$ cat src/rtl/rf_pkg.sv
// ---------------------------------------------------------------------------
// rf_pkg
// Shared definitions for the register-file write-back arbiter slice.
//   - Default widths/counts for the arbiter parameters.
//   - Source index constants identifying each write-back requester.
//   - ptr_width(): width of a pointer that indexes n sources (min 1 bit).
// ---------------------------------------------------------------------------
package rf_pkg;

    localparam int NUM_SRC_DEF = 3;
    localparam int AW_DEF      = 5;
    localparam int DW_W_DEF    = 32;

    localparam int SRC_ALU     = 0;
    localparam int SRC_LOAD    = 1;
    localparam int SRC_MULDIV  = 2;

    function automatic int ptr_width(input int n);
        return (n > 1) ? $clog2(n) : 1;
    endfunction

endpackage

$ cat src/rtl/rr_arbiter.sv
// ---------------------------------------------------------------------------
// rr_arbiter
// Round-robin grant selection with a registered rotation pointer.
// Ports:
//   clk    - rising-edge clock
//   rst_n  - asynchronous active-low reset (pointer returns to source 0)
//   stall  - blocks every grant while high; pointer holds
//   valid  - per-source request
//   grant  - one-hot (or zero) combinational grant: first valid source
//            scanning upward from the pointer, wrapping modulo NUM_SRC
// A grant always coincides with a valid request, so every grant is a
// completed transfer and advances the pointer past the granted source.
// ---------------------------------------------------------------------------
module rr_arbiter
    import rf_pkg::*;
#(
    parameter int NUM_SRC = NUM_SRC_DEF,
    localparam int PW     = ptr_width(NUM_SRC)
) (
    input  logic               clk,
    input  logic               rst_n,
    input  logic               stall,
    input  logic [NUM_SRC-1:0] valid,
    output logic [NUM_SRC-1:0] grant
);

    logic [PW-1:0] rr_ptr_reg;
    logic [PW-1:0] rr_ptr_next;
    logic          found;

    always_comb begin
        int idx;
        int nxt;
        grant       = '0;
        found       = 1'b0;
        rr_ptr_next = rr_ptr_reg;
        idx         = 0;
        nxt         = 0;
        for (int k = 0; k < NUM_SRC; k++) begin
            // Candidate k positions after the pointer, wrapped into range.
            idx = int'(rr_ptr_reg) + k;
            if (idx >= NUM_SRC) begin
                idx = idx - NUM_SRC;
            end
            if (!found && !stall && valid[idx]) begin
                found      = 1'b1;
                grant[idx] = 1'b1;
                nxt        = (idx == NUM_SRC - 1) ? 0 : idx + 1;
                rr_ptr_next = PW'(nxt);
            end
        end
    end

    always_ff @(posedge clk or negedge rst_n) begin
        if (!rst_n) begin
            rr_ptr_reg <= '0;
        end else if (found) begin
            rr_ptr_reg <= rr_ptr_next;
        end
    end

endmodule

$ cat src/rtl/rf_wb_arbiter.sv
// ---------------------------------------------------------------------------
// rf_wb_arbiter
// Arbitrates register-file write-back between NUM_SRC requesters
// (ALU, LOAD, MULDIV), registers the winner onto the write port one cycle
// after the transfer, and offers bypass data for two read ports.
// Ports:
//   clk, rst_n            - clock, asynchronous active-low reset
//   stall                 - blocks all grants
//   req_valid/addr/data   - per-source request, packed source-major
//   req_ready             - per-source grant (one-hot or zero)
//   rf_we/rf_wa/rf_dw     - register-file write port (1-cycle latency)
//   fwd_addr1/2           - read addresses for bypass lookup
//   fwd_hit1/2, fwd_data1/2 - bypass hit and data (0 when no hit)
// Writes to register 0 are accepted but never raise rf_we.
// ---------------------------------------------------------------------------
module rf_wb_arbiter
    import rf_pkg::*;
#(
    parameter int NUM_SRC = NUM_SRC_DEF,
    parameter int AW      = AW_DEF,
    parameter int DW_W    = DW_W_DEF
) (
    input  logic                    clk,
    input  logic                    rst_n,
    input  logic                    stall,
    input  logic [NUM_SRC-1:0]      req_valid,
    input  logic [NUM_SRC*AW-1:0]   req_addr,
    input  logic [NUM_SRC*DW_W-1:0] req_data,
    output logic [NUM_SRC-1:0]      req_ready,
    output logic                    rf_we,
    output logic [AW-1:0]           rf_wa,
    output logic [DW_W-1:0]         rf_dw,
    input  logic [AW-1:0]           fwd_addr1,
    input  logic [AW-1:0]           fwd_addr2,
    output logic                    fwd_hit1,
    output logic                    fwd_hit2,
    output logic [DW_W-1:0]         fwd_data1,
    output logic [DW_W-1:0]         fwd_data2
);

    logic [NUM_SRC-1:0] grant;
    logic               xfer;
    logic [AW-1:0]      addr_masked [NUM_SRC];
    logic [DW_W-1:0]    data_masked [NUM_SRC];
    logic [AW-1:0]      sel_addr;
    logic [DW_W-1:0]    sel_data;

    logic               rf_we_reg;
    logic [AW-1:0]      rf_wa_reg;
    logic [DW_W-1:0]    rf_dw_reg;

    rr_arbiter #(
        .NUM_SRC (NUM_SRC)
    ) u_arb (
        .clk   (clk),
        .rst_n (rst_n),
        .stall (stall),
        .valid (req_valid),
        .grant (grant)
    );

    assign req_ready = grant;
    assign xfer      = |grant;

    // Grant is one-hot, so an OR of grant-masked lanes is the selected lane.
    genvar gi;
    generate
        for (gi = 0; gi < NUM_SRC; gi++) begin : g_mask
            assign addr_masked[gi] = grant[gi] ? req_addr[gi*AW +: AW]     : '0;
            assign data_masked[gi] = grant[gi] ? req_data[gi*DW_W +: DW_W] : '0;
        end
    endgenerate

    always_comb begin
        sel_addr = '0;
        sel_data = '0;
        for (int i = 0; i < NUM_SRC; i++) begin
            sel_addr = sel_addr | addr_masked[i];
            sel_data = sel_data | data_masked[i];
        end
    end

    always_ff @(posedge clk or negedge rst_n) begin
        if (!rst_n) begin
            rf_we_reg <= 1'b0;
            rf_wa_reg <= '0;
            rf_dw_reg <= '0;
        end else if (xfer) begin
            rf_we_reg <= (sel_addr != '0);
            rf_wa_reg <= sel_addr;
            rf_dw_reg <= sel_data;
        end else begin
            rf_we_reg <= 1'b0;
        end
    end

    assign rf_we = rf_we_reg;
    assign rf_wa = rf_wa_reg;
    assign rf_dw = rf_dw_reg;

    // Bypass sees only the write currently on the port.
    assign fwd_hit1  = rf_we_reg && (fwd_addr1 == rf_wa_reg);
    assign fwd_hit2  = rf_we_reg && (fwd_addr2 == rf_wa_reg);
    assign fwd_data1 = fwd_hit1 ? rf_dw_reg : '0;
    assign fwd_data2 = fwd_hit2 ? rf_dw_reg : '0;

endmodule

$ cat config.mk
export PLATFORM = sky130hd
export DESIGN_NAME = rf_wb_arbiter
export DESIGN_NICKNAME = d
export VERILOG_FILES = /design/src/rtl/rf_pkg.sv /design/src/rtl/rr_arbiter.sv /design/src/rtl/rf_wb_arbiter.sv
export SDC_FILE = /design/constraint.sdc
export NUM_CORES = 1
export LEC_CHECK = 0
export BUFFER_PORTS_ARGS = -buffer_cell sky130_fd_sc_hd__buf_2
export CORE_AREA = 2 2 90 92
export DETAILED_ROUTE_END_ITERATION = 8
export DIE_AREA = 0 0 92 94
export GPL_ROUTABILITY_DRIVEN = 0
export PLACE_DENSITY_LB_ADDON = 0.1
export SLEW_MARGIN = 20
export SYNTH_ARGS = -nofsm -noshare
export SYNTH_HDL_FRONTEND = slang
export SYNTH_SLANG_ARGS = --single-unit
$ cat constraint.sdc
create_clock -name clk -period 6.7 [get_ports clk]
set_input_delay 1.34 -clock clk [delete_from_list [all_inputs] [get_ports clk]]
set_output_delay 1.34 -clock clk [all_outputs]
set_load 0.1 [all_outputs]
=== After elaboration in Yosys (flattened, before gate mapping) ===
Cells that the tools add are included.

* Register bits: 40
* Output and inout bits: 107
* Word-level logic and storage cells: 88

* Bitwise gates (word level): 6
* Multiplexer cells: 39
* Order comparisons: 9
* Equality and inequality tests: 5
* Reduce and logical (&&, ||, !) cells: 17
* Add/sub/neg operators: 8

{| class="wikitable"
|+ Operators by type and width
! cell !! count
|-
| two-way mux 32 bit || 8
|-
| == test 32 x 3 -> 1 bit (second input constant) || 3
|-
| greater-or-equal comparator 32 x 1 -> 1 bit (second input constant) || 3
|-
| < comparator 32 x 4 -> 1 bit (second input constant) || 3
|-
| greater-or-equal comparator 32 x 3 -> 1 bit (second input constant) || 2
|-
| OR 32 bit || 2
|-
| subtractor 32 x 3 -> 32 bit (second input constant) || 2
|-
| two-way mux 5 bit || 3
|-
| two-way mux 1 bit || 13
|-
| two-way mux 2 bit || 6
|-
| == test 5 bit || 2
|-
| logical AND 1 bit || 10
|-
| OR 5 bit || 2
|-
| two-way mux 3 bit || 3
|-
| adder 2 bit (second input constant) || 3
|-
| binary-select mux 1 bit (select 2 bit) || 3
|-
| demux 1 bit (select 2 bit) || 3
|-
| OR 3 bit || 2
|-
| nonzero test 5 bit || 1
|-
| adder 2 x 1 -> 3 bit (second input constant) || 1
|-
| adder 2 x 2 -> 3 bit (second input constant) || 1
|-
| zero test 1 bit || 3
|-
| nonzero test 3 bit || 1
|-
| OR reduction 3 bit || 1
|-
| other kinds (3) || 3
|}

=== Depth between registers and ports, before layout ===
Gate-level depths: netlist of run 1.

* Word-level depth: 20
* Depth in mapped cells: 11
* Gate-level depth less buffers: 8

=== Modules after synthesis ===
Synthesis of run 1 repeated with hierarchy kept, for this count alone.

* Cell total of the unflattened synthesis: 343
* Area, all modules: 2813.9 um^2

{| class="wikitable"
|+ By module, submodules not included
! module !! area each (um^2) !! cells each !! sequential area each (um^2) !! instances
|-
| rf_wb_arbiter || 2416.1 || 297 || 950.9 || 1
|-
| rr_arbiter || 397.9 || 46 || 50.0 || 1
|}

=== Worst setup path after synthesis of run 1 ===
No wires, ideal clock.

* Kind: input to output
* Start: input fwd_addr2[2]
* End: output fwd_data2[10]
* Stages on the path: 5
* Arrival: 3849 ps
* Path buffers: 1
* Slack: 1511 ps
* Required time: 5360 ps
* Cells stage by stage: xor2_1 -> nor4_1 -> and3_1 -> clkbuf_1 -> and2_1

* Word-level cells in the longest chain between the ends: 3

{| class="wikitable"
|+ Ends and longest elaborated chain
! what !! line !! source
|-
| start: declaration || rf_wb_arbiter.sv:34 || <nowiki>input logic [AW-1:0] fwd_addr2,</nowiki>
|-
| == test 5 bit || rf_wb_arbiter.sv:103 || <nowiki>assign fwd_hit2 = rf_we_reg && (fwd_addr2 == rf_wa_reg);</nowiki>
|-
| logical AND 1 bit || rf_wb_arbiter.sv:103 ||
|-
| via fwd_hit2 || rf_wb_arbiter.sv:36 || <nowiki>output logic fwd_hit2,</nowiki>
|-
| two-way mux 32 bit || rf_wb_arbiter.sv:105 || <nowiki>assign fwd_data2 = fwd_hit2 ? rf_dw_reg : '0;</nowiki>
|-
| end: declaration || rf_wb_arbiter.sv:38 || <nowiki>output logic [DW_W-1:0] fwd_data2</nowiki>
|}

The timed path passes the listed nets, and every way through them passes these cells.

=== Worst setup path after layout of run 1 ===
* Start: input fwd_addr1[2]
* End: output fwd_data1[16]

* Word-level cells in the longest chain between the ends: 3

{| class="wikitable"
|+ Ends and longest elaborated chain
! what !! line !! source
|-
| start: declaration || rf_wb_arbiter.sv:33 || <nowiki>input logic [AW-1:0] fwd_addr1,</nowiki>
|-
| == test 5 bit || rf_wb_arbiter.sv:102 || <nowiki>assign fwd_hit1 = rf_we_reg && (fwd_addr1 == rf_wa_reg);</nowiki>
|-
| logical AND 1 bit || rf_wb_arbiter.sv:102 ||
|-
| two-way mux 32 bit || rf_wb_arbiter.sv:104 || <nowiki>assign fwd_data1 = fwd_hit1 ? rf_dw_reg : '0;</nowiki>
|-
| end: declaration || rf_wb_arbiter.sv:37 || <nowiki>output logic [DW_W-1:0] fwd_data1,</nowiki>
|}

Every way passes these cells.

==> metrics.csv, run 1 <==
stage;metric;value;unit
power;Comb pwr share;73.3;%
routing;DR WL/cell;16.7;µm
synthesis;largest family of logic cells by synthesized area;compound AO/OA/AOI/OAI gates;
synthesis;Primary FF master, synth;dfrtp_1;
clock_network;clk root buf;clkbuf_8;
placement;placed instance area;4010;µm²
synthesis;simple-gate portion of the synthesized area;20.6;%
critical_path;Crit-path slowest cell;and3_2;
synthesis;largest area contributor in the netlist;dfrtp_1;
critical_path;Critical Path Max Stage Delay;0.59;ns
synthesis;Synth Area in Adders;1.78;%
clock_network;clock slew at reported path FFs;0.08;ns
routing;vias post-DR;3107;
synthesis;asr flop ratio synth;100;%
die;CORE AREA;7610;µm²
clock_network;cts hold-fix bufs;0;
final_layout;P&R area growth vs syn;47.4;%
power;Psw;1680;µW
power;leak pwr;0.00232;µW
die;Die Wd;92;µm
routing;DRC;0;
sta;fmax;0.227;GHz
synthesis;count of state elements after synthesis;40;
final_layout;antenna cell count;0;
grt;first-pass GRT wire length;15400;µm
synthesis;Net Count, Synth;414;
synthesis;syn avg cell area;9.92;µm²
critical_path;CP max FO;33;
synthesis;Synth top area share;35.7;%
clock_network;CTS tree;built;
final_layout;commonest non-fill, non-tap cell in the layout;buf_2;
final_layout;fin nets;634;
sta;Max-slew headroom;37.9;%
sta;slew at the pin closest to its max-slew limit;0.931;ns
synthesis;post-synthesis sequential area ratio;35.7;%
synthesis;Yosys cell types;45;
power;PwrDens;633;nW/µm²
placement;IO buf count;233;
synthesis;Post-synth EDFFs;0;
grt;pin count of the biggest net entering global routing;41;
final_layout;FF/Latch Area;1000;µm²
sta;Final setup viols;0;
clock_network;Setup Fix Bufs, Post-CTS;0;
clock_network;PostCTS Resize Cnt;0;
routing;Detailed Route WL;10100;µm
sta;final setup margin;2.29;ns
die;starting density of the core;36.9;%
critical_path;arrival time at the worst endpoint;3.07;ns
sta;RSZ-0062 raised after global routing;false;
final_layout;most frequent cells in the layout;233 x buf_2, 64 x and2_1, 40 x dfrtp_1, 26 x a22o_1, 26 x a221o_1;
clock_network;# clock sinks;40;
clock_network;clk_lat worst skew;0.30;ns
sta;Fin. Hold Viols;0;
worst_hold_path;worst hold path type;flip-flop to flip-flop;
synthesis;synthesized area;2810;µm²
clock_network;CTS H-tree lvls;2;
run;max_cap viols;0;
critical_path;type of the worst setup path;input port to primary output;
critical_path;crit start category;input port;
critical_path;Critical Path Most Common Cell;buf_2;
run_status;status;finished clean;
power;sw frac;64.1;%
synthesis;synth warn;0;
final_layout;footprint of the multi-input gates;1640;µm²
critical_path;cell-by-cell trace of the critical path;buf_2, xor2_1, nor4_1, and3_2, and2_1, buf_2;
placement;hpwl dp;7290;µm
sta;minimum clock period;4.41;ns
grt;overall routing resource usage;22.8;%
synthesis;xor/xnor share of the synthesized area;3.12;%
grt;number of global-route vias before repair;3050;
critical_path;Reg2Reg Setup Slack;3.41;ns
die;placement row count;32;
routing;vias per inst;5.13;
power;clock power share;8.3;%
die;die area;8650;µm²
sta;clk_skew;0.00721;ns
clock_network;Bufs on Longest Clock Path;2;
critical_path;data required time of the critical path;5.36;ns
routing;Antenna Violating Nets Remaining;0;
sta;Slew Limit Fails;0;
sta;Setup TNS;0;ns
die;Die H;94;µm
final_layout;flip-flop count of the largest register after layout;32;
power;total power;2620;µW
clock_network;Num CTS Buffers;5;
final_layout;Design Area, Final;4140;µm²
final_layout;fillcell total;730;
power;Reg power frac;18.4;%
grt;Congestion Overflow GR;0;
final_layout;ratio of cells with drive above 1 in the final layout;51.0;%
synthesis;Synth area leaders;dfrtp_1 36%, and2_1 14%, a221o_1 9.3%;
routing;number of DRC markers in iteration 0;131;
power;P_int;940;µW
synthesis;Syn Inst Count;283;
critical_path;nature of the critical path endpoint;primary output;
synthesis;compound-gate portion of the synthesized area;28.5;%
grt;initial antenna violation count;0;
sta;final period utilization;65.8;%
routing;Pre-antenna DRT Iters;7;
power;Peak VDD IR;400;µV
synthesis;mux cell area share after synthesis;3.57;%
die;io pins;234;
placement;post-place setup slack;1.88;ns
cell usage after synthesis (2+ instances only):
cell / number
mux2i_1: 10
a222oi_1: 12
ha_1: 4
buf_6: 4
xor2_1: 8
nand3b_1: 2
clkbuf_1: 10
nor4_1: 2
a21oi_1: 5
nor2_1: 4
buf_4: 3
nand2_1: 2
inv_1: 13
or2_2: 3
and3_1: 2
buf_2: 7
a22o_1: 26
o21ai_1: 2
nand2b_1: 4
o21ai_0: 5
xnor2_1: 2
a21bo_2: 2
a221o_1: 26
and2_1: 64
dfrtp_1: 40
nor2b_1: 2
final cells by class:
| type | count | share of cell area, % |
|---|---|---|
| well taps | 102 | 3.08 |
| multi-input cells | 206 | 39.6 |
| flip-flops and latches | 40 | 24.2 |
| repair buffers | 237 | 28.9 |
| clock buffers | 7 | 2.33 |
| inverters | 13 | 1.18 |
| clock inverters | 1 | 0.726 |
power by group through the flow:
stage | Clock, µW | Sequential (µW) | Combinational, µW
finish | 218 | 482 | 1920
global route | 237 | 504 | 2020
CTS | 223 | 484 | 1930
detailed placement | 0 | 485 | 1930
global placement | 0 | 485 | 1920
floorplan | 0 | 1240 | 838
critical path, delay by kind of cell:
family / cells / cell delay [ns]
xor+xnor: 1 / 0.14
simple gates: 3 / 1.06
buf+inv: 2 / 0.52
path summary, 6_finish.rpt:
check,from,cells after the start,endpoint
max,fwd_addr1[2],6,fwd_data1[16]
min,rf_dw[17]$_DFFE_PN0P_,1,rf_dw[17]$_DFFE_PN0P_
max reg2reg,u_arb.rr_ptr_reg[0]$_DFFE_PN0P_,9,rf_dw[19]$_DFFE_PN0P_
min reg2reg,rf_dw[17]$_DFFE_PN0P_,1,rf_dw[17]$_DFFE_PN0P_
max in group asynchronous,rst_n,1,rf_dw[23]$_DFFE_PN0P_
min in group asynchronous,rst_n,1,rf_wa[2]$_DFFE_PN0P_
routing by layer:
layer / global-route usage (%) / part of all wire [%]
met5: 0 / 0
met4: 5.60 / 0.82
met3: 4.33 / 6.8
met2: 41.7 / 51
met1: 27.6 / 41
metrics by stage:
step,cells,hold slack [ns],util [%]
finish,606,0.546,54.4
floorplan,283,0.543,-
global placement,598,0.527,52.7
detailed placement,598,0.531,52.7
CTS,606,0.553,54.4
global route,606,0.577,54.4
cells by family (layout without fill, tap and decap cells):
| group | Yosys count | in the layout |
|---|---|---|
| simple gates | 92 | 92 |
| compound gates | 90 | 90 |
| flops | 40 | 40 |
| buf+inv | 37 | 258 |
| xor+xnor | 10 | 10 |
| mux | 10 | 10 |
| fa+ha+maj | 4 | 4 |
Note: power is estimated with default switching activity, not from simulation.
==> run 2, diff against run 1 <==
--- a/config.mk
+++ b/config.mk
@@ -5,10 +5,11 @@
 export SDC_FILE = /design/constraint.sdc
 export NUM_CORES = 1
 export LEC_CHECK = 0
+export ABC_AREA = 1
 export BUFFER_PORTS_ARGS = -buffer_cell sky130_fd_sc_hd__buf_2
-export CORE_AREA = 2 2 90 92
+export CORE_MARGIN = 1
+export CORE_UTILIZATION = 35
 export DETAILED_ROUTE_END_ITERATION = 8
-export DIE_AREA = 0 0 92 94
 export GPL_ROUTABILITY_DRIVEN = 0
 export PLACE_DENSITY_LB_ADDON = 0.1
 export SLEW_MARGIN = 20
==> constraint.sdc (replaced) <==
create_clock -name clk -period 3.7 [get_ports clk]
set_input_delay 0.74 -clock clk [delete_from_list [all_inputs] [get_ports clk]]
set_output_delay 0.74 -clock clk [all_outputs]
set_load 0.1 [all_outputs]
==> run 2 against run 1 <==
  * Area after synthesis is 0.27% higher
  * Worst setup slack worse by 2.0 ns
  * Register-to-register slack worse by 3.0 ns
  * Wire length is 10% higher
  * Non-clock buffer count is 4 higher
  * Die area is 2.8% lower
  * Critical endpoint is now req_ready[1]
  * Design area is 29% higher
==> metrics.csv, run 2 <==
stage;metric;value;unit;change
run_status;status;finished clean;;unchanged
worst_hold_path;worst hold path type;flip-flop to flip-flop;;unchanged
final_layout;Design Area, Final;5320;µm²;was 4140 µm²
sta;slew at the pin closest to its max-slew limit;0.931;ns;about the same
critical_path;Crit-path slowest cell;buf_2;;was and3_2
synthesis;Synth top area share;35.6;%;was 35.7%
synthesis;largest area contributor in the netlist;dfrtp_1;;unchanged
synthesis;Post-synth EDFFs;0;;unchanged
critical_path;CP max FO;16;;was 33
clock_network;clock slew at reported path FFs;0.08;ns;about the same
final_layout;flip-flop count of the largest register after layout;32;;unchanged
clock_network;CTS tree;built;;unchanged
critical_path;worst reg2reg path endpoint;rf_dw[10]$_DFFE_PN0P_;;was rf_dw[19]$_DFFE_PN0P_
synthesis;Primary FF master, synth;dfrtp_1;;unchanged
placement;IO buf count;233;;unchanged
clock_network;clk root buf;clkbuf_8;;unchanged
critical_path;Buf+Inv Stages, Crit Path;4;;was 2
critical_path;nature of the critical path endpoint;primary output;;unchanged
die;starting density of the core;36.2;%;was 36.9%
final_layout;fin nets;808;;was 634
grt;initial antenna violation count;1;;was 0
routing;Antenna Violating Nets Remaining;0;;unchanged
sta;Max-slew headroom;38.0;%;was 37.9%
routing;Detailed Route WL;11200;µm;was 10100 µm
die;placement row count;32;;unchanged
synthesis;top-count cell post-synth;nand2_1;;was and2_1
die;die area;8400;µm²;was 8650 µm²
critical_path;crit start category;flip-flop;;was input port
die;io pins;234;;unchanged
routing;number of DRC markers in iteration 0;80;;was 131
clock_network;cts hold-fix bufs;0;;unchanged
worst_hold_path;Hold Path Sink;rf_dw[24]$_DFFE_PN0P_;;was rf_dw[17]$_DFFE_PN0P_
worst_hold_path;hold path depth;2;;was 1
synthesis;Syn Inst Count;450;;was 283
routing;DR WL/cell;14.3;µm;was 16.7 µm
critical_path;Worst Reg-to-Reg Cells;14;;was 9
final_layout;most frequent cells in the layout;189 x buf_2, 161 x nand2_1, 60 x nor2_4, 51 x inv_1, 46 x buf_12;;was 233 x buf_2, 64 x and2_1, 40 x dfrtp_1, 26 x a22o_1, 26 x a221o_1
synthesis;synth cell count leaders;161 x nand2_1, 69 x nor2_1, 54 x inv_1, 40 x dfrtp_1, 36 x a21oi_1;;was 64 x and2_1, 40 x dfrtp_1, 26 x a221o_1, 26 x a22o_1, 13 x inv_1
sta;Final setup viols;0;;unchanged
sta;Fin. Hold Viols;0;;unchanged
synthesis;count of state elements after synthesis;40;;unchanged
critical_path;cell family with most CP delay;simple AND/OR/NAND/NOR gates;;unchanged
grt;first-pass GRT wire length;17700;µm;was 15400 µm
grt;overall routing resource usage;26.6;%;was 22.8%
sta;clk_skew;0.00887;ns;was 0.00721 ns
run;max_cap viols;0;;unchanged
synthesis;asr flop ratio synth;100;%;unchanged
sta;Slew Limit Fails;0;;unchanged
sta;minimum clock period;3.40;ns;
clock_network;Setup Fix Bufs, Post-CTS;0;;unchanged
final_layout;commonest non-fill, non-tap cell in the layout;buf_2;;unchanged
routing;Pre-antenna DRT Iters;4;;was 7
placement;hpwl dp;9030;µm;was 7290 µm
critical_path;R2R Path Start;u_arb.rr_ptr_reg[0]$_DFFE_PN0P_;;unchanged
critical_path;type of the worst setup path;flip-flop to primary output;;was input port to primary output
clock_network;PostCTS Resize Cnt;0;;unchanged
grt;number of global-route vias before repair;3680;;was 3050
synthesis;syn avg cell area;6.25;µm²;was 9.92 µm²
final_layout;P&R area growth vs syn;89.2;%;was 47.4%
final_layout;ratio of cells with drive above 1 in the final layout;49.1;%;was 51.0%
critical_path;Reg2Reg Setup Slack;0.38;ns;was 3.41 ns
clock_network;Bufs on Longest Clock Path;2;;unchanged
clock_network;CTS H-tree lvls;2;;unchanged
critical_path;Critical Path Max Stage Delay;0.51;ns;was 0.59 ns
critical_path;arrival time at the worst endpoint;2.66;ns;was 3.07 ns
die;Die H;91.7;µm;was 94 µm
routing;vias per inst;4.79;;was 5.13
critical_path;cell-by-cell trace of the critical path;inv_1, ha_1, inv_2, nand2_1, nand2_1, nor2_2, nor2_2, nand3_1, nand2_1, inv_1, nand2_2, buf_2;;was buf_2, xor2_1, nor4_1, and3_2, and2_1, buf_2
synthesis;Net Count, Synth;581;;was 414
placement;post-place setup slack;0.386;ns;was 1.88 ns
clock_network;clk_lat worst skew;0.29;ns;was 0.30 ns
sta;RSZ-0062 raised after global routing;false;;unchanged
routing;vias post-DR;3744;;was 3107
clock_network;Num CTS Buffers;5;;unchanged
critical_path;data required time of the critical path;2.96;ns;was 5.36 ns
synthesis;post-synthesis sequential area ratio;35.6;%;was 35.7%
grt;Congestion Overflow GR;0;;unchanged
synthesis;Yosys cell types;26;;was 45
sta;final period utilization;91.9;%;
clock_network;# clock sinks;40;;unchanged
routing;DRC;0;;unchanged
synthesis;synth warn;0;;unchanged
worst_hold_path;Hold Path Origin;rf_dw[24]$_DFFE_PN0P_;;was rf_dw[17]$_DFFE_PN0P_
critical_path;Critical Path Most Common Cell;nand2_1;;was buf_2
synthesis;synthesized area;2810;µm²;about the same
synthesis;Synth area leaders;dfrtp_1 36%, nand2_1 21%, nor2_1 9.2%;;was dfrtp_1 36%, and2_1 14%, a221o_1 9.3%
grt;pin count of the biggest net entering global routing;41;;unchanged
placement;placed instance area;5230;µm²;was 4010 µm²
sta;final setup margin;0.298;ns;was 2.29 ns
die;CORE AREA;7770;µm²;was 7610 µm²
sta;fmax;0.294;GHz;
die;Die Wd;91.7;µm;was 92 µm
-- run 2: cell count changes after synthesis, moves of 4 or more --
| cell | delta |
|---|---|
| nand2_1 | +159 |
| nor2_1 | +65 |
| and2_1 | -63 |
| inv_1 | +41 |
| a21oi_1 | +31 |
| a221o_1 | -26 |
| a22o_1 | -26 |
| nand3_1 | +18 |
| o21ai_1 | +15 |
| a222oi_1 | -12 |
| mux2i_1 | -10 |
| clkbuf_1 | -4 |
| nand2b_1 | -4 |
| xor2_1 | -4 |
-- run 2: layout make-up --
type                            instances  area [µm²]
Tap cell                              102         128
Inverter                               56         213
Multi-Input combinational cell        333        1960
Fill cell                             657        2440
Timing Repair Buffer                  241        1910
Sequential cell                        40        1020
Clock buffer                            6        82.6
Antenna cell                            1        2.50
Clock inverter                          2        10.0
-- run 2: cells by family (layout without fill, tap and decap cells) --
kind of cell,count (synthesis),after routing,share of synthesized area [%]
flip-flops,40,40,35.6
AO/OA/AOI/OAI,68,68,13.1
buffers and inverters,77,305,12.3
other,0,1,0
adder cells (fa/ha/maj),4,4,1.78
AND/OR/NAND/NOR,257,257,36.0
XOR/XNOR,4,4,1.24
-- run 2: worst max-delay path by stage --
stage / from / end / slack (ns) / depth (start not counted)
after floorplan: fwd_addr1[3] / fwd_data1[0] / -0.19 / 7
after global placement: fwd_addr2[3] / fwd_data2[12] / 0.45 / 8
after detailed placement: fwd_addr2[3] / fwd_data2[11] / 0.39 / 8
after CTS: u_arb.rr_ptr_reg[0]$_DFFE_PN0P_ / req_ready[1] / 0.31 / 12
after global routing: u_arb.rr_ptr_reg[0]$_DFFE_PN0P_ / rf_dw[12]$_DFFE_PN0P_ / 0.07 / 14
final: u_arb.rr_ptr_reg[0]$_DFFE_PN0P_ / req_ready[1] / 0.30 / 12
-- run 2: per-stage QoR --
step	setup TNS (ns)	hold slack, ns	std cells	utilization, %
finish	0	0.516	781	68.5
global route	0	0.557	781	68.5
global placement	0	0.488	772	67.3
floorplan	-10.02	0.444	450	-
detailed placement	0	0.492	772	67.3
CTS	0	0.519	780	68.5
-- run 2: layer usage --
| layer | vias to the layer above | track usage (%) | share of wire [%] |
|---|---|---|---|
| met5 | - | 0 | 0 |
| met4 | 0 | 7.94 | 2.0 |
| met3 | 19 | 4.15 | 6.0 |
| met2 | 166 | 51.3 | 53 |
| met1 | 1719 | 29.8 | 38 |
| li1 | 1840 | - | - |
-- run 2: tightest hold or removal path, cell delays in order, from the launching register on --
cell	delay [ns]
dfrtp_1	0.37
nand2_1	0.06
nand2_1	0.05
Power of run 2 is not shown: default switching activity piles up to over one toggle a cycle in this logic, so the estimate is an artifact.
==> run 3, diff against run 2 <==
--- a/config.mk
+++ b/config.mk
@@ -9,6 +9,7 @@
 export BUFFER_PORTS_ARGS = -buffer_cell sky130_fd_sc_hd__buf_2
 export CORE_MARGIN = 1
 export CORE_UTILIZATION = 35
+export CTS_CLUSTER_SIZE = 40
 export DETAILED_ROUTE_END_ITERATION = 8
 export GPL_ROUTABILITY_DRIVEN = 0
 export PLACE_DENSITY_LB_ADDON = 0.1
==> constraint.sdc (replaced) <==
create_clock -name clk -period 3.7 [get_ports clk]
set_input_delay 0 -clock clk [delete_from_list [all_inputs] [get_ports clk]]
set_output_delay 0 -clock clk [all_outputs]
set_load 0.02 [all_outputs]
==> run 3 against run 2 <==
  * Core utilization down 9.7 points
  * Non-clock buffer count up 44
  * Via count up 3.3%
  * Global-route usage down 1.4 points
  * Critical path type is now flip-flop to flip-flop
  * Largest cell class is now buffers
==> metrics.csv, run 3 (synthesis gave the netlist of run 2 again) <==
stage;metric;value;unit;change
critical_path;data required time of the critical path;3.88;ns;was 2.96 ns
critical_path;type of the worst setup path;flip-flop to flip-flop;;was flip-flop to primary output
critical_path;crit start category;flip-flop;;unchanged
sta;Final setup viols;0;;unchanged
clock_network;clk_lat worst skew;0.29;ns;about the same
critical_path;Critical Path Most Common Cell;nand2_1;;unchanged
grt;first-pass GRT wire length;16700;µm;was 17700 µm
routing;DR WL/cell;13.0;µm;was 14.3 µm
sta;fmax;0.312;GHz;was 0.294 GHz
power;leak pwr;0.00280;µW;
sta;Max-slew headroom;33.7;%;was 38.0%
clock_network;Num CTS Buffers;5;;unchanged
grt;overall routing resource usage;25.2;%;was 26.6%
clock_network;Bufs on Longest Clock Path;2;;unchanged
placement;Cells after DPL;770;;was 772
final_layout;P&R area growth vs syn;62.5;%;was 89.2%
sta;minimum clock period;3.21;ns;was 3.40 ns
final_layout;commonest non-fill, non-tap cell in the layout;buf_2;;unchanged
run_status;status;finished clean;;unchanged
die;placement row count;32;;unchanged
routing;vias post-DR;3869;;was 3744
grt;initial antenna violation count;0;;was 1
sta;Fin. Hold Viols;0;;unchanged
critical_path;cell family with most CP delay;buffers and inverters;;was simple AND/OR/NAND/NOR gates
clock_network;# clock sinks;40;;unchanged
clock_network;clock slew at reported path FFs;0.08;ns;about the same
die;die area;8400;µm²;unchanged
die;Die H;91.7;µm;unchanged
grt;number of global-route vias before repair;3676;;was 3680
final_layout;flip-flop count of the largest register after layout;32;;unchanged
sta;final period utilization;86.8;%;was 91.9%
critical_path;Worst Reg-to-Reg Cells;16;;was 14
final_layout;Post-Layout Cell Count;824;;was 781
critical_path;cell-by-cell trace of the critical path;inv_1, ha_1, inv_2, nand2_1, nand2_1, nand2_1, nor2_2, nand3_1, nand2_1, nand2_1, buf_4, nand2_1, nand2_1, a21oi_1, dlygate4sd3_1, nand2_1;;was inv_1, ha_1, inv_2, nand2_1, nand2_1, nor2_2, nor2_2, nand3_1, nand2_1, inv_1, nand2_2, buf_2
clock_network;CTS tree;built;;unchanged
clock_network;CTS H-tree lvls;2;;unchanged
routing;DRC;0;;unchanged
run;max_cap viols;0;;unchanged
die;io pins;234;;unchanged
placement;IO buf count;233;;unchanged
final_layout;antenna cell count;0;;was 1
routing;Detailed Route WL;10700;µm;was 11200 µm
routing;number of DRC markers in iteration 0;102;;was 80
critical_path;arrival time at the worst endpoint;3.39;ns;was 2.66 ns
critical_path;Critical Path Max Stage Delay;0.59;ns;was 0.51 ns
sta;Setup TNS;0;ns;unchanged
worst_hold_path;hold path depth;5;;was 2
routing;vias per inst;4.70;;was 4.79
sta;Slew Limit Fails;0;;unchanged
power;Peak VDD IR;412;µV;
placement;hpwl dp;7960;µm;was 9030 µm
die;Die Wd;91.7;µm;unchanged
routing;Pre-antenna DRT Iters;4;;unchanged
sta;slew at the pin closest to its max-slew limit;0.989;ns;was 0.931 ns
worst_hold_path;worst hold path type;input port to flip-flop;;was flip-flop to flip-flop
final_layout;fin nets;852;;was 808
power;PwrDens;839;nW/µm²;
die;CORE AREA;7770;µm²;unchanged
grt;Congestion Overflow GR;0;;unchanged
final_layout;Design Area, Final;4570;µm²;was 5320 µm²
sta;clk_skew;0.00462;ns;was 0.00887 ns
die;starting density of the core;36.2;%;unchanged
clock_network;PostCTS Resize Cnt;0;;unchanged
sta;RSZ-0062 raised after global routing;false;;unchanged
final_layout;most frequent cells in the layout;233 x buf_2, 161 x nand2_1, 69 x nor2_1, 52 x inv_1, 46 x dlygate4sd3_1;;was 189 x buf_2, 161 x nand2_1, 60 x nor2_4, 51 x inv_1, 46 x buf_12
critical_path;Crit-path slowest cell;dlygate4sd3_1;;was buf_2
routing;Antenna Violating Nets Remaining;0;;unchanged
placement;placed instance area;4020;µm²;was 5230 µm²
critical_path;Buf+Inv Stages, Crit Path;4;;unchanged
critical_path;nature of the critical path endpoint;flip-flop;;was primary output
final_layout;ratio of cells with drive above 1 in the final layout;35.5;%;was 49.1%
grt;pin count of the biggest net entering global routing;41;;unchanged
critical_path;CP max FO;15;;was 16
clock_network;clk root buf;clkbuf_8;;unchanged
critical_path;critical path depth in cells;16;;was 12
==> run 3: where the power goes <==
| part | switching, µW | internal (µW) | leakage (µW) |
|---|---|---|---|
| sequential | 153 | 688 | 0.000480 |
| clock | 147 | 151 | 0.0000445 |
| combinational | 1750 | 948 | 0.00227 |
==> run 3: tightest hold or removal path, cell delays in order <==
cell and delay, ns:
buf_2 0.07, nand2_1 0.04, nand2_1 0.05, a21oi_1 0.03, o21ai_0 0.05
==> run 3: repair_timing <==
item	in CTS	in global routing
buffers inserted	0	0
hold buffers	46	0
endpoints found under the hold margin	74	0
==> run 3: metrics by stage <==
stage	total power, µW	hold slack, ns	utilization (%)	setup slack, ns
after floorplan	2650	-0.296	-	1.47
after global placement	3320	0.170	51.7	1.06
after detailed placement	3370	0.177	51.7	0.870
after CTS	3850	0.000192	58.9	0.562
after global routing	4210	0.0165	58.9	0.269
final	3840	0.00889	58.9	0.490
==> run 3: final timing paths <==
kind	start	endpoint	slack [ns]
min	req_data[74]	rf_dw[10]$_DFFE_PN0P_	0.009
min in group asynchronous	rst_n	rf_dw[26]$_DFFE_PN0P_	0.36
max reg2reg	u_arb.rr_ptr_reg[0]$_DFFE_PN0P_	rf_dw[29]$_DFFE_PN0P_	0.49
max in group asynchronous	rst_n	rf_wa[2]$_DFFE_PN0P_	2.78
min reg2reg	rf_dw[25]$_DFFE_PN0P_	rf_dw[25]$_DFFE_PN0P_	0.51
max	u_arb.rr_ptr_reg[0]$_DFFE_PN0P_	rf_dw[29]$_DFFE_PN0P_	0.49
==> run 3: routing by layer <==
layer  up-vias  global-route usage (%)  share of wire (%)
met4         0                    8.33                2.1
met5         -                       0                  0
li1       1923                       -                  -
met2       178                    48.7                 52
met1      1751                    27.9                 40
met3        17                    3.81                5.9
==> run 3: cell type report <==
type | count | area (µm²)
Tap cell | 102 | 128
Multi-Input combinational cell | 333 | 1470
Timing Repair Buffer | 285 | 1670
Fill cell | 779 | 3200
Inverter | 56 | 210
Clock inverter | 1 | 7.51
Clock buffer | 7 | 86.3
Sequential cell | 40 | 1000
